File: config.mk
export PLATFORM = sky130hd
export DESIGN_NAME = mc_controller
export DESIGN_NICKNAME = d
export VERILOG_FILES = /design/src/rtl/mc_controller.sv
export SDC_FILE = /design/constraint.sdc
export NUM_CORES = 1
export LEC_CHECK = 0
export ABC_AREA = 1
export CORE_AREA = 2 2 39 41
export CTS_CLUSTER_SIZE = 14
export DETAILED_ROUTE_END_ITERATION = 12
export DIE_AREA = 0 0 41 43
export DONT_BUFFER_PORTS = 1
export GPL_ROUTABILITY_DRIVEN = 1
export PLACE_DENSITY = 0.61
export SETUP_SLACK_MARGIN = 0.2
export SYNTH_ARGS = -nofsm -noshare
export SYNTH_HDL_FRONTEND = slang
export SYNTH_SLANG_ARGS = --single-unit
File: constraint.sdc
create_clock -name clk -period 2.1 [get_ports clk]
set_input_delay 0.42 -clock clk [delete_from_list [all_inputs] [get_ports clk]]
set_output_delay 0.42 -clock clk [all_outputs]
set_load 0.005 [all_outputs]
File: src/rtl/mc_controller.sv
// mc_controller: multicycle RISC-V control unit (Moore FSM plus ALU and
// immediate decoders).
// Optional feature: define MC_ILLEGAL_TRAP_EN to trap unknown opcodes in a
// sticky ILLEGAL state. Otherwise unknown opcodes fall back to FETCH and
// illegal stays 0.
module mc_controller (
  input  logic       clk,
  input  logic       reset,
  input  logic [6:0] op,
  input  logic [2:0] funct3,
  input  logic       funct7b5,
  input  logic       zero,
  output logic [1:0] immsrc,
  output logic [1:0] alusrca,
  output logic [1:0] alusrcb,
  output logic [1:0] resultsrc,
  output logic       adrsrc,
  output logic [2:0] alucontrol,
  output logic       irwrite,
  output logic       pcwrite,
  output logic       regwrite,
  output logic       memwrite,
  output logic       illegal
);

  localparam logic [6:0] OP_LW  = 7'b0000011;
  localparam logic [6:0] OP_SW  = 7'b0100011;
  localparam logic [6:0] OP_R   = 7'b0110011;
  localparam logic [6:0] OP_I   = 7'b0010011;
  localparam logic [6:0] OP_BEQ = 7'b1100011;
  localparam logic [6:0] OP_JAL = 7'b1101111;

  typedef enum logic [3:0] {
    S_FETCH, S_DECODE, S_MEMADR, S_MEMREAD, S_MEMWB, S_MEMWRITE,
    S_EXECR, S_EXECI, S_ALUWB, S_BEQ, S_JAL
`ifdef MC_ILLEGAL_TRAP_EN
    , S_ILLEGAL
`endif
  } state_e;

  state_e     state_q, state_d;
  state_e     out_state;
  logic [1:0] aluop;
  logic       branch, pcupdate;
  logic       irwrite_s, regwrite_s, memwrite_s, illegal_s;

  // State register; reset wins over any pending transition
  always_ff @(posedge clk) begin
    if (reset) state_q <= S_FETCH;
    else       state_q <= state_d;
  end

  // Next-state logic; op only matters in DECODE and MEMADR
  always_comb begin
    state_d = S_FETCH;
    case (state_q)
      S_FETCH:    state_d = S_DECODE;
      S_DECODE: begin
        case (op)
          OP_LW, OP_SW: state_d = S_MEMADR;
          OP_R:         state_d = S_EXECR;
          OP_I:         state_d = S_EXECI;
          OP_BEQ:       state_d = S_BEQ;
          OP_JAL:       state_d = S_JAL;
`ifdef MC_ILLEGAL_TRAP_EN
          default:      state_d = S_ILLEGAL;
`else
          default:      state_d = S_FETCH;
`endif
        endcase
      end
      S_MEMADR:   state_d = (op == OP_LW) ? S_MEMREAD : S_MEMWRITE;
      S_MEMREAD:  state_d = S_MEMWB;
      S_EXECR,
      S_EXECI,
      S_JAL:      state_d = S_ALUWB;
`ifdef MC_ILLEGAL_TRAP_EN
      S_ILLEGAL:  state_d = S_ILLEGAL;
`endif
      default:    state_d = S_FETCH;
    endcase
  end

  // While reset is held, outputs present FETCH values (enables gated below)
  assign out_state = reset ? S_FETCH : state_q;

  // Moore outputs decoded from the displayed state
  always_comb begin
    alusrca    = 2'b00;
    alusrcb    = 2'b00;
    aluop      = 2'b00;
    resultsrc  = 2'b00;
    adrsrc     = 1'b0;
    irwrite_s  = 1'b0;
    pcupdate   = 1'b0;
    branch     = 1'b0;
    regwrite_s = 1'b0;
    memwrite_s = 1'b0;
    illegal_s  = 1'b0;
    case (out_state)
      S_FETCH: begin
        alusrcb   = 2'b10;
        resultsrc = 2'b10;
        irwrite_s = 1'b1;
        pcupdate  = 1'b1;
      end
      S_DECODE: begin
        alusrca = 2'b01;
        alusrcb = 2'b01;
      end
      S_MEMADR: begin
        alusrca = 2'b10;
        alusrcb = 2'b01;
      end
      S_MEMREAD:  adrsrc = 1'b1;
      S_MEMWB: begin
        resultsrc  = 2'b01;
        regwrite_s = 1'b1;
      end
      S_MEMWRITE: begin
        adrsrc     = 1'b1;
        memwrite_s = 1'b1;
      end
      S_EXECR: begin
        alusrca = 2'b10;
        aluop   = 2'b10;
      end
      S_EXECI: begin
        alusrca = 2'b10;
        alusrcb = 2'b01;
        aluop   = 2'b10;
      end
      S_ALUWB:    regwrite_s = 1'b1;
      S_BEQ: begin
        alusrca = 2'b10;
        aluop   = 2'b01;
        branch  = 1'b1;
      end
      S_JAL: begin
        alusrca  = 2'b01;
        alusrcb  = 2'b10;
        pcupdate = 1'b1;
      end
`ifdef MC_ILLEGAL_TRAP_EN
      S_ILLEGAL:  illegal_s = 1'b1;
`endif
      default: ;
    endcase
  end

  // Write enables and the trap flag are forced low during reset
  assign irwrite  = irwrite_s  & ~reset;
  assign regwrite = regwrite_s & ~reset;
  assign memwrite = memwrite_s & ~reset;
  assign pcwrite  = (pcupdate | (branch & zero)) & ~reset;
  assign illegal  = illegal_s  & ~reset;

  // ALU decoder; subtract for R-type only when funct7b5 is set
  always_comb begin
    alucontrol = 3'b000;
    case (aluop)
      2'b01: alucontrol = 3'b001;
      2'b10: begin
        case (funct3)
          3'b000:  alucontrol = (op[5] & funct7b5) ? 3'b001 : 3'b000;
          3'b010:  alucontrol = 3'b101;
          3'b110:  alucontrol = 3'b011;
          3'b111:  alucontrol = 3'b010;
          default: alucontrol = 3'b000;
        endcase
      end
      default: alucontrol = 3'b000;
    endcase
  end

  // Immediate format follows the live opcode in every state
  always_comb begin
    case (op)
      OP_SW:   immsrc = 2'b01;
      OP_BEQ:  immsrc = 2'b10;
      OP_JAL:  immsrc = 2'b11;
      default: immsrc = 2'b00;
    endcase
  end

endmodule

==> impl_results.md <==
* Synth Area in Simple Gates at 55.6%
* Die area at 1760 sq um
* Crit. End Element: output pin
* Outcome: complete, no violations
* Synthesized flop and latch total at 4
* Drt total wl at 1.62 mm
* Wire per inst at 12.3 microns
* Hold_sp: reset
* Mean Syn Cell Area at 5.42 sq um
* Startpoint class of the critical path: register
* Xor and xnor area share after synthesis at 0%
* CTS tree: done
* DRC errors left at 0
* Die Y at 43 microns
* Placed cell areas at 582 sq um
* CP dominant cell by count: nand2_2
* Final Hold Fails at 0
* DR vias/cell at 5.24
* Area grow syn2layout at 33.6%
* Main combinational cell family by area after synthesis: simple AND/OR/NAND/NOR gates
* Max Slew Vio Count at 0
* Netlist Area Pre-Place at 569 sq um
* CP Data Required Time at 1.68 ns
* Clk slew on worst S/H paths at 0.04 ns
* CTS HTree Levels at 1
* Multi-input gate area at 498 sq um
* Initial DRC count at 18
* CTS Hold Bufs at 0
* Clk Latency, worst-skew pair at 0.24 ns
* Hpwl dp at 1.08 mm
* Post-route cell area at 761 sq um
* R2R Path Start: state_q[3]$_SDFF_PP0_
* Cell variety after synth at 24
* Ports at 31
* Largest registers: state_q x4
* Non-filler cells, final at 131
* # port buffers at 0
* Gpl congestion at 0.704
* WS Path Type: reg -> out
* Overflow after GRT at 0
* Compound-gate portion of the synthesized area at 12.1%
* Most common cell after layout, fill and taps aside: nand2_1
* Fin crit share at 92.5%
* Cell family with most CP delay: simple AND/OR/NAND/NOR gates
* Core ar. at 1380 sq um
* Cell area power density at 294 nW/um^2
* Layout Nets at 133
* Largest net degree at the start of global routing at 9
* Pre-CTS setup slack at 0.121 ns
* Total power at 0.224 mW
* Mux cell area share after synthesis at 0%
* Register area share after synthesis at 14.1%
* Syn Nets at 121
* Die width at 41 microns
* Num CTS Buffers at 3
* Clock Tree Buf Depth at 2
* First-pass GRT wire length at 2.37 mm
* Final setup viols at 0
* Max reg flops at 4
* Sequential cell area at 86.3 sq um
* Number of global-route vias before repair at 591
* Worst EP arrival at 1.52 ns
* Synthesis warning total at 0
* Drt first pass iters at 4
* Fmax at 0.515 GHz
* CTS Root Cell: clkbuf_4
* Via count at 687
* CP peak stage delay at 0.35 ns
* Post-Place Cells at 120
* Post-Synth Adder-Cell Area at 4.40%
* Remaining antenna violation count after routing at 0
* Hold WS at 0.235 ns
* CP Buf/Inv Count at 2
* Cells after synthesis at 105
* Hold/Removal Path Class: in -> reg
* Most frequent cells in the layout: 28 x nand2_1, 15 x nor2_1, 9 x inv_2, 8 x inv_1, 7 x buf_4
* CP max-delay cell: dfxtp_4
* Most flop-heavy register: state_q
* Peak supply drop at 145 uV
* Max Cap Viol at 0
* Crit. Startpoint: state_q[3]$_SDFF_PP0_
* Ant diodes at 0
* Setup ws final at 0.158 ns
* Total Routing Usage GR at 19.7%
* Row cnt at 14
* Post-layout min period at 1.94 ns
* Clock sinks at 4
* RSZ-0062 raised after global routing: true
* Initial antenna violation count at 0
* Initial Util at 41.1%
* Post-Route Setup TNS at 0 ns
* Leak pwr at 0.328 nW
* Crit-path cells: inv_4 > nand2_4 > nor2_4 > nand2_2 > inv_2 > ha_4 > nand2_2 > or2_4 > a31oi_4
* Layout fillers at 148
* Final core occ at 55.0%
* Share of cells above drive strength 1 at 39.1%
* Worst Skew at 0.000758 ns
* Max FO, Critical Path at 2
[where the power goes]
part           leakage, nW  internal [mW]  switching [mW]
sequential          0.0344         0.0769         0.00301
combinational        0.279         0.0148          0.0291
clock               0.0138         0.0642          0.0355
total                0.328          0.156          0.0676
[worst paths after layout]
path / to / cells after the start / slack (ns)
worst max-delay path: alucontrol[0] / 9 / 0.16
worst min-delay path: state_q[0]$_SDFF_PP0_ / 1 / 0.24
worst max register to register: state_q[2]$_SDFF_PP0_ / 9 / 0.86
worst min register to register: state_q[0]$_SDFF_PP0_ / 3 / 0.62
[metal layers]
layer | share of wire (%) | routed length (microns) | track usage, % | up-vias
met4 | 0.50 | 8 | 8.00 | 0
met1 | 42 | 686 | 22.8 | 308
li1 | - | - | - | 348
met5 | 0 | 0 | 0 | -
met2 | 51 | 825 | 33.1 | 29
met3 | 5.9 | 95 | 3.66 | 2
[area by class of cell]
type	instances	area share (%)
well taps	16	2.63
repair buffers	8	8.39
multi-input cells	82	65.5
clock buffers	3	2.96
inverters	18	9.21
flip-flops and latches	4	11.3
[kinds of logic (layout without fill, tap and decap cells)]
family,Yosys count,count (layout)
AND/OR/NAND/NOR,67,67
other,1,1
adder cells (fa/ha/maj),2,2
buffers and inverters,19,29
AO/OA/AOI/OAI,12,12
flip-flops,4,4
[worst reg2reg max path, stage by stage (launching register included)]
cell and delay (ns):
dfxtp_4 0.35, inv_4 0.06, buf_4 0.10, buf_4 0.10
nand2_2 0.10, nor2_2 0.19, nand3_1 0.10, nand3_1 0.10
nand2_1 0.05, inv_1 0.04
[Yosys cell counts, drive strengths merged]
library cell  instances  share of area (%)
o21ai                 3                2.6
nand4                 1                1.1
nor3                  1               0.88
a21oi                 6                5.9
o22ai                 1                1.1
a31oi                 1                1.1
buf                   1                1.3
inv                  18                 12
or2                   1                1.1
o211ai                1                1.3
conb                  1               0.66
ha                    2                4.4
nor3b                 1                1.3
nand3                 6                7.5
nand2                34                 24
nor2                 23                 20
dfxtp                 4                 14
[repair_timing]
| action | CTS | global route |
|---|---|---|
| setup buffers | 6 | 2 |
| setup endpoints to repair | 3 | 3 |
| cloned | 0 | 0 |
| pin swaps | 7 | 4 |
| resized for setup | 22 | 2 |
Power figures use the tool's default switching activity.
